### config.mk
export PLATFORM = sky130hd
export DESIGN_NAME = mano_sequencer
export DESIGN_NICKNAME = d
export VERILOG_FILES = /design/src/rtl/mano_pkg.sv /design/src/rtl/mano_wait_timer.sv /design/src/rtl/mano_sequencer.sv
export SDC_FILE = /design/constraint.sdc
export NUM_CORES = 1
export LEC_CHECK = 0
export CAP_MARGIN = 20
export CORE_ASPECT_RATIO = 1.25
export CORE_UTILIZATION = 37
export CTS_CLUSTER_SIZE = 8
export DETAILED_ROUTE_END_ITERATION = 8
export SYNTH_ARGS = -nofsm -noshare
export SYNTH_HDL_FRONTEND = slang
export SYNTH_SLANG_ARGS = --single-unit
### constraint.sdc
create_clock -name clk -period 3.4 [get_ports clk]
set_input_delay 0.68 -clock clk [delete_from_list [all_inputs] [get_ports clk]]
set_output_delay 0.68 -clock clk [all_outputs]
set_load 0.01 [all_outputs]
### src/rtl/mano_pkg.sv
// Shared types for the Mano-style instruction sequencer: state encoding,
// opcode values and the width of the per-instruction timing count.
package mano_pkg;

  localparam int T_W = 3;

  localparam logic [1:0] OP_HLT = 2'b00;
  localparam logic [1:0] OP_LDA = 2'b01;
  localparam logic [1:0] OP_MOV = 2'b10;
  localparam logic [1:0] OP_NOP = 2'b11;

  // PAUSE is reachable only in single-step builds.
  typedef enum logic [3:0] {
    IDLE, F_ADDR, F_READ, F_LDIR, DECODE,
    X_ADDR, X_READ, X_LDA, X_MOV, HALT, ERROR, PAUSE
  } state_e;

  function automatic logic is_read(state_e s);
    return (s == F_READ) || (s == X_READ);
  endfunction

endpackage

### src/rtl/mano_wait_timer.sv
// Memory-wait watchdog: counts stalled read cycles and flags the cycle in
// which the TIMEOUT_CYCLES-th consecutive stall occurs.
module mano_wait_timer
  import mano_pkg::*;
#(
  parameter int TIMEOUT_CYCLES = 15
) (
  input  logic clk,
  input  logic rst,
  input  logic clear,
  input  logic count_en,
  output logic expired
);

  localparam int CW = $clog2(TIMEOUT_CYCLES + 1);
  localparam logic [CW-1:0] LAST = CW'(TIMEOUT_CYCLES - 1);

  logic [CW-1:0] count;

  // NOTE: sequential state is written with non-blocking assignments only, so
  // every flop samples the pre-edge values regardless of block ordering.
  always_ff @(posedge clk) begin
    if (rst || clear)
      count <= '0;
    else if (count_en && !expired)
      count <= count + CW'(1);
  end

  assign expired = count_en && (count == LAST);

endmodule

### src/rtl/mano_sequencer.sv
// Control sequencer for a small accumulator machine (fetch/decode/execute).
// Define MANO_SEQ_SSTEP_EN to pause after each instruction until step=1.
module mano_sequencer
  import mano_pkg::*;
#(
  parameter int TIMEOUT_CYCLES = 15
) (
  input  logic           clk,
  input  logic           rst,
  input  logic           cycle_en,
  input  logic           start,
  input  logic           step,
  input  logic [1:0]     opcode,
  input  logic           mem_ack,
  output logic           ld_mar_pc,
  output logic           ld_mar_mbr,
  output logic           inc_pc,
  output logic           ld_mbr,
  output logic           ld_ir,
  output logic           ld_a_mbr,
  output logic           ld_a_r,
  output logic           mem_req,
  output logic [T_W-1:0] t_state,
  output logic           busy,
  output logic           halted,
  output logic           err
);

`ifdef MANO_SEQ_SSTEP_EN
  localparam state_e INSTR_DONE = PAUSE;
`else
  localparam state_e INSTR_DONE = F_ADDR;
`endif

  state_e         state, state_nxt;
  logic [T_W-1:0] t_q;
  logic           wait_cnt_en, wait_clear, wait_expired;

  assign wait_cnt_en = cycle_en && is_read(state) && !mem_ack;
  assign wait_clear  = cycle_en && !wait_cnt_en;

  mano_wait_timer #(.TIMEOUT_CYCLES(TIMEOUT_CYCLES)) u_wait_timer (
    .clk      (clk),
    .rst      (rst),
    .clear    (wait_clear),
    .count_en (wait_cnt_en),
    .expired  (wait_expired)
  );

  // NOTE: every signal driven here gets a default first; a path that leaves
  // one unassigned would infer a latch.
  always_comb begin
    state_nxt  = state;
    ld_mar_pc  = 1'b0;
    ld_mar_mbr = 1'b0;
    inc_pc     = 1'b0;
    ld_mbr     = 1'b0;
    ld_ir      = 1'b0;
    ld_a_mbr   = 1'b0;
    ld_a_r     = 1'b0;
    mem_req    = 1'b0;
    // Reset suppresses strobes in its own cycle, so an ack racing it is dropped.
    if (cycle_en && !rst) begin
      unique case (state)
        IDLE:   if (start) state_nxt = F_ADDR;
        F_ADDR: begin
          ld_mar_pc = 1'b1;
          state_nxt = F_READ;
        end
        F_READ: begin
          mem_req = 1'b1;
          if (mem_ack) begin
            ld_mbr    = 1'b1;
            inc_pc    = 1'b1;
            state_nxt = F_LDIR;
          end else if (wait_expired) begin
            state_nxt = ERROR;
          end
        end
        F_LDIR: begin
          ld_ir     = 1'b1;
          state_nxt = DECODE;
        end
        DECODE: begin
          unique case (opcode)
            OP_HLT:  state_nxt = HALT;
            OP_LDA:  state_nxt = X_ADDR;
            OP_MOV:  state_nxt = X_MOV;
            default: state_nxt = INSTR_DONE;
          endcase
        end
        X_ADDR: begin
          ld_mar_mbr = 1'b1;
          state_nxt  = X_READ;
        end
        X_READ: begin
          mem_req = 1'b1;
          if (mem_ack) begin
            ld_mbr    = 1'b1;
            state_nxt = X_LDA;
          end else if (wait_expired) begin
            state_nxt = ERROR;
          end
        end
        X_LDA: begin
          ld_a_mbr  = 1'b1;
          state_nxt = INSTR_DONE;
        end
        X_MOV: begin
          ld_a_r    = 1'b1;
          state_nxt = INSTR_DONE;
        end
        HALT:    if (start) state_nxt = F_ADDR;
        PAUSE:   if (step) state_nxt = F_ADDR;
        ERROR:   state_nxt = ERROR;
        default: state_nxt = IDLE;
      endcase
    end
  end

  always_ff @(posedge clk) begin
    if (rst) begin
      state <= IDLE;
      t_q   <= '0;
    end else begin
      state <= state_nxt;
      if (cycle_en && (state_nxt != state)) begin
        if (state_nxt == F_ADDR)
          t_q <= '0;
        else if (t_q != '1)
          t_q <= t_q + 1'b1;
      end
    end
  end

  assign t_state = t_q;
  assign busy    = !((state == IDLE) || (state == HALT) || (state == ERROR));
  assign halted  = (state == HALT) || (state == ERROR);
  assign err     = (state == ERROR);

endmodule

### After elaboration in Yosys (flattened, before gate mapping)

Index checks and enable logic that the tools add are counted.
Widths: inputs -> output; s select.

* add/sub/neg operators: 2
* eq/ne operators: 17
* muxes and demuxes: 27
* reduce and logical (&&, ||, !) cells: 24

Operator list (number)
* $pmux 4 s10: 1
* $mux 4: 6
* $eq 4x4->1 const B: 5
* $mux 1: 17
* $eq 4x3->1 const B: 4
* $pmux 4 s3: 1
* $eq 4x1->1 const B: 2
* $eq 4x2->1 const B: 2
* $logic_and 1x1->1: 7
* $mux 3: 2
* $reduce_or 2->1: 3
* $logic_not 1->1: 5
* $logic_or 1x1->1: 5
* $add 4x1->4 const B: 1
* $logic_not 4->1: 1
* $ne 4x4->1: 1
* $add 3x1->3 const B: 1
* $ne 3x3->1 const B: 1
* $eq 2x1->1 const B: 1
* $eq 2x2->1 const B: 1
* $logic_not 2->1: 1
* $reduce_and 2->1: 1
* $reduce_bool 2->1: 1

* register bits: 11
* input port bits: 8
* logic and storage cells: 73

### Logic depth before layout (Yosys ltp)

Gate-level depths: netlist of the first run.

* word-level depth: 12
* depth in mapped cells: 9
* gate-level depth less buffers: 9

### Hierarchy

From an unflattened synthesis of the first run, not the netlist that was laid out.

* cell total of the unflattened synthesis: 143
* area, all modules: 1114.8 um^2

By module, submodules not included
* mano_sequencer: instances 1, cells an instance 120, area an instance 898.4 um^2
* mano_wait_timer: instances 1, cells an instance 23, area an instance 216.5 um^2

### Worst setup path after synthesis of the first run

No wires, ideal clock.

* kind: input to output
* from: input rst
* to: output inc_pc
* data arrival time: 1929 ps
* slack: 791 ps
* cell stages on the path: 6
* buffers on the path: 1
* cell sequence: buf_2 -> and2b_1 -> nand2b_1 -> nor2_1 -> and2_1 -> nor2b_1

* cells in the longest elaborated chain, start to end: 3

Ends and longest elaborated chain
* start: declaration: line mano_sequencer.sv:9 `input logic rst,`
* $logic_not 1->1: line mano_sequencer.sv:63 `if (cycle_en && !rst) begin`
* $logic_and 1x1->1: line mano_sequencer.sv:63
* $mux 1: line mano_sequencer.sv:63
* end: declaration: line mano_sequencer.sv:17 `output logic inc_pc,`

No other way between the ends.

### Final worst setup path of the first run

* from: input cycle_en
* to: output inc_pc

* cells in the longest elaborated chain, start to end: 2

Ends and longest elaborated chain
* start: declaration: line mano_sequencer.sv:10 `input logic cycle_en,`
* $logic_and 1x1->1: line mano_sequencer.sv:63
* $mux 1: line mano_sequencer.sv:63

No other way between the ends.

==> impl_metrics.toml, run 1 <==
[route]
drt_iter0_markers = 18
routed_via_density = 5.25
drc = 0
wirelength_um = 2210
drt_first_pass_iters = 4
ant_nets = 0
routedWlPerCell_um = 12.7
vias = 913

[clocking]
clk_latency_ps = 260
cts.path.max_buffers = 2
cts_sinks = 11
cts.htree.levels = 1
cts_tree = "built"
cts-root-buf = "clkbuf_4"
postCtsSetupRepairBufs = 0
path_clk_slew_ps = 70
ctsResizeCount = 0
cts_inserted_buffers = 3
hold_buffers = 0

[setup_path]
cpPeakStageDelay_ps = 540
worstSetupEndpointType = "output port"
r2r_cells = 7
cp.arrival_ps = 2370
crit_chain = "clkdlybuf4s50_1 > and2b_1 > nand2b_1 > nor2_1 > and2_1 > nor2b_1 > clkdlybuf4s50_1"
path_max_fanout = 4
crit_top_cell = "clkdlybuf4s50_1"
reg2reg_to = "t_state[0]"
crit_type = "in -> out"
worstPathRequired_ps = 2720
r2r-start = "state[1]"
r2r_slack_ps = 1010
cpMaxStageDelayCell = "clkdlybuf4s50_1"
start_kind = "input port"

[floorplan]
dieWidth_um = 47.0
die_height_um = 58.2
num_io_pins = 22
core_mm2 = 0.00240
dieArea_mm2 = 0.00273
initial_core_util = 0.389
fp-row-count = 20

[logic_synthesis]
yosysTopAreaCell = "dfxtp_1"
synth.mux.area_fraction = 0.0228
synth_top_family_by_area = "simple AND/OR/NAND/NOR gates"
syn_avg_cell_area_um2 = 7.85
synth_compound_area_frac = 0.246
synth_cell_type_count = 44
synth-edff-count = 0
syn_inst = 119
ys_top_cells_by_count = "nor2_1 (15), dfxtp_1 (11), nand2_1 (9), a21oi_1 (8), nand2b_1 (8)"
synthAdderAreaFrac = 0.0535
synth_top_area_frac = 0.236
async_flop_share = 0
yosys.area_share.simple = 0.339
yosysWarningCount = 0
synth_xor_area_frac = 0.0469
ys_top_cells_by_area = "dfxtp_1 (24%), nor2_1 (6.0%), ha_1 (5.4%), nand2b_1 (5.4%), a21oi_1 (4.3%)"
ys_ff_latch = 11
synth_area_um2 = 935
ys_seq_area_frac = 0.236
ys.flop_type = "dfxtp_1"
synth_nets = 131
synth_most_common_cell = "nor2_1"

[timing]
hold_viol_final = 0
fmax_ghz = 0.328
setup_viol = 0
rsz0062_at_grt = "no"
period_needed_ps = 3050
slew_viol_final = 0
finalCritPeriodShare = 0.898
tightestPinTransition_ps = 609
max-slew-margin-rel = 0.593
tns_ps = 0
fin_skew_ps = 5.97

[grt]
first_global_vias = 874
grt_usage = 0.183
grt_max_degree = 20
grt-ovfl-total = 0
grt_pass1_wl_um = 3690
grt_antenna_before_repair = 0

[worst_hold_path]
hp-start = "t_state[2]"
min_path_type = "reg -> reg"
min_path_cells = 2
hold_end = "t_state[2]"

[pwr]
total_power_uw = 286
p_per_area_mw_per_mm2 = 237
power.leakage_nw = 0.420
ir_drop_mv = 0.211

[placed_design]
place.gp.congestion = 0.911
place.port_buffers = 21
dp_hpwl_um = 1710

[layout]
num_antenna_cells = 0
area_growth_pct = 28.9
drive_above_1_share = 0.0993
fillers = 273
fin_nets = 154

[run]
max-cap-violations = 0

[outcome]
status = "completed"
-- report_power, final --
| part | internal [mW] | switching (mW) |
|---|---|---|
| logic | 0.0325 | 0.0277 |
| clock network | 0.0453 | 0.0421 |
| registers | 0.132 | 0.00654 |
| total | 0.210 | 0.0764 |
-- placed cells by master, fill, tap and decap left out, types with 2 or more instances in the layout --
cell type and instances:
ha_1 4, nand3b_1 2, o21ai_0 2, nor4bb_1 2, clkdlybuf4s50_1 21, o2bb2ai_1 2
nor2b_1 2, clkbuf_4 3, o21ai_1 3, xor2_1 4, nand2b_1 8, a211oi_1 3
buf_4 4, nand2_1 9, nand4_1 2, dfxtp_1 11, inv_1 4, nor2_1 15
a21oi_1 8, nor3_1 4, nand3_1 3, nor4b_1 2
-- worst max-delay path, delay by kind of cell --
family / cells / cell delay (ps)
buffers and inverters: 2 / 1060
and+or+nand+nor: 5 / 630
-- per-stage QoR --
step                area, um^2  setup WS [ps]  hold slack, ps  instances   util
floorplan                  935            791             502        119      -
global placement          1180            347             478        170  0.491
detailed placement        1180            335             477        170  0.491
CTS                       1200            332             487        174  0.502
global route              1200            193             522        174  0.502
finish                    1200            347             483        174  0.502
-- how the worst max path moves through the flow --
stage,startpoint,endpoint,depth (start not counted)
after floorplan,rst,inc_pc,6
after global placement,cycle_en,t_state[0],9
after detailed placement,cycle_en,inc_pc,7
after CTS,cycle_en,inc_pc,7
after global routing,cycle_en,inc_pc,7
final,cycle_en,inc_pc,7
-- cell type report --
cell class | count | area, um^2 | share of cell area
clock buffer | 4 | 26.3 | 0.0218
inverter | 4 | 15.0 | 0.0125
tap | 33 | 41.3 | 0.0343
timing repair buffer | 25 | 240 | 0.199
sequential | 11 | 220 | 0.183
multi-input combinational | 97 | 662 | 0.549
-- state kept, by name (all words and copies together) (netlist names) --
| register | count |
|---|---|
| t_state | 3 |
| state | 4 |
| u_wait_timer.count | 4 |
-- cells by family (layout without fill, tap and decap cells) --
group,after synthesis,in the layout
AO/OA/AOI/OAI,30,30
flip-flops,11,11
multiplexers,2,2
XOR/XNOR,5,5
AND/OR/NAND/NOR,56,56
buffers and inverters,11,33
adder cells (fa/ha/maj),4,4
-- routing by layer --
layer	up-vias	track usage	part of all wire
met5	-	0	0
met4	0	0.0980	0.014
met3	4	0.0156	0.045
met2	28	0.300	0.49
met1	407	0.228	0.45
li1	474	-	-
Note: power is estimated with default switching activity, not from simulation.
==> run 2, diff against run 1 <==
==> constraint.sdc (replaced) <==
create_clock -name clk -period 3.35 [get_ports clk]
set_input_delay 0.67 -clock clk [delete_from_list [all_inputs] [get_ports clk]]
set_output_delay 0.67 -clock clk [all_outputs]
set_load 0.01 [all_outputs]
==> run 2 against run 1 <==
Clock power about the same. Clock skew down 5.7 ps. Via count up 0.66%. First-iteration DRC count up 39%. Power up 1.2%. Combinational power up 2%. Critical path type unchanged.
==> impl_metrics.toml, run 2 (same netlist as run 1, synthesis figures left out) <==
[setup_path]
cp.arrival_ps = 2380
start_kind = "input port"
worstPathRequired_ps = 2680
worstSetupEndpointType = "output port"
crit_type = "in -> out"
path_max_fanout = 4

[grt]
grt_max_degree = 20
grt_usage = 0.182
grt-ovfl-total = 0
grt_pass1_wl_um = 3730
grt_antenna_before_repair = 0
first_global_vias = 840

[floorplan]
die_height_um = 58.2
core_mm2 = 0.00240
dieWidth_um = 47.0
num_io_pins = 22
initial_core_util = 0.389
dieArea_mm2 = 0.00273
fp-row-count = 20

[clocking]
cts_inserted_buffers = 3
hold_buffers = 0
cts-root-buf = "clkbuf_4"
cts_tree = "built"
postCtsSetupRepairBufs = 0
cts.path.max_buffers = 2
cts_sinks = 11
clk_latency_ps = 260
cts.htree.levels = 1
ctsResizeCount = 0
path_clk_slew_ps = 70

[pwr]
power.leakage_nw = 0.420
total_power_uw = 290
p_per_area_mw_per_mm2 = 240
ir_drop_mv = 0.222

[route]
routedWlPerCell_um = 12.7
wirelength_um = 2210
drt_iter0_markers = 25
ant_nets = 0
vias = 919
drt_first_pass_iters = 4
routed_via_density = 5.28
drc = 0

[outcome]
status = "completed"

[layout]
final_common_cell = "clkdlybuf4s50_1"
drive_above_1_share = 0.0993
layout_common_cells = "clkdlybuf4s50_1 (21), nor2_1 (15), dfxtp_1 (11)"
fin_nets = 154
fillers = 265
area_growth_pct = 28.9
final_cell_area_mm2 = 0.00120
num_antenna_cells = 0

[timing]
fin_ws_ps = 298
period_needed_ps = 3050
rsz0062_at_grt = "no"
max-slew-margin-rel = 0.600
finalCritPeriodShare = 0.911
hold_viol_final = 0
fin_skew_ps = 0.283
holdWs_ps = 490
tightestPinTransition_ps = 600
tns_ps = 0
setup_viol = 0
slew_viol_final = 0
fmax_ghz = 0.328

[placed_design]
placed_area_mm2 = 0.00118
dp_hpwl_um = 1690
place.gp.congestion = 0.912
dp_slack_ps = 293
place.port_buffers = 21

[run]
max-cap-violations = 0

[worst_hold_path]
min_path_type = "reg -> reg"
## run 2: cell counts in the layout (fill, tap and decap cells not counted)
Identical to the previous run, type by type.
## run 2: worst paths after layout
| check | from | endpoint | slack, ps | cells after the start |
|---|---|---|---|---|
| hold / removal | t_state[2] | t_state[2] | 490 | 2 |
| hold reg to reg | t_state[2] | t_state[2] | 490 | 2 |
| setup / recovery | cycle_en | inc_pc | 300 | 7 |
| setup reg to reg | state[1] | t_state[0] | 930 | 7 |
## run 2: metal layers
layer  global-route usage  wire (um)
met4               0.0735         17
met3              0.00935         92
met5                    0          0
met1                0.246       1030
met2                0.296       1070
## run 2: worst max-delay path: stages
cell and delay, ps:
clkdlybuf4s50_1 530, and2b_1 160, nand2b_1 80, nor2_1 130
and2_1 160, nor2b_1 120, clkdlybuf4s50_1 540
## run 2: report_power, final
group | total, mW | internal (mW) | switching [mW] | leakage [nW]
Combinational | 0.0612 | 0.0330 | 0.0282 | 0.316
Sequential | 0.141 | 0.134 | 0.00686 | 0.0890
Clock | 0.0878 | 0.0459 | 0.0419 | 0.0150
Total | 0.290 | 0.213 | 0.0769 | 0.420
## run 2: layout make-up
class | count | area [um^2] | share of cell area
Timing Repair Buffer | 25 | 240 | 0.199
Inverter | 4 | 15.0 | 0.0125
Clock buffer | 4 | 26.3 | 0.0218
Tap cell | 33 | 41.3 | 0.0343
Sequential cell | 11 | 220 | 0.183
Multi-Input combinational cell | 97 | 662 | 0.549
## run 2: per-stage QoR
stage | instances | util
finish | 174 | 0.502
global route | 174 | 0.502
CTS | 174 | 0.502
detailed placement | 170 | 0.491
global placement | 170 | 0.491
floorplan | 119 | -
==> run 3, diff against run 2 <==
--- a/config.mk
+++ b/config.mk
@@ -10,6 +10,7 @@
 export CORE_UTILIZATION = 37
 export CTS_CLUSTER_SIZE = 8
 export DETAILED_ROUTE_END_ITERATION = 8
+export HOLD_SLACK_MARGIN = 0.12
 export SYNTH_ARGS = -nofsm -noshare
 export SYNTH_HDL_FRONTEND = slang
 export SYNTH_SLANG_ARGS = --single-unit
==> results of run 3 <==
The final DEF is identical to that of run 2; final timing and power are the same.
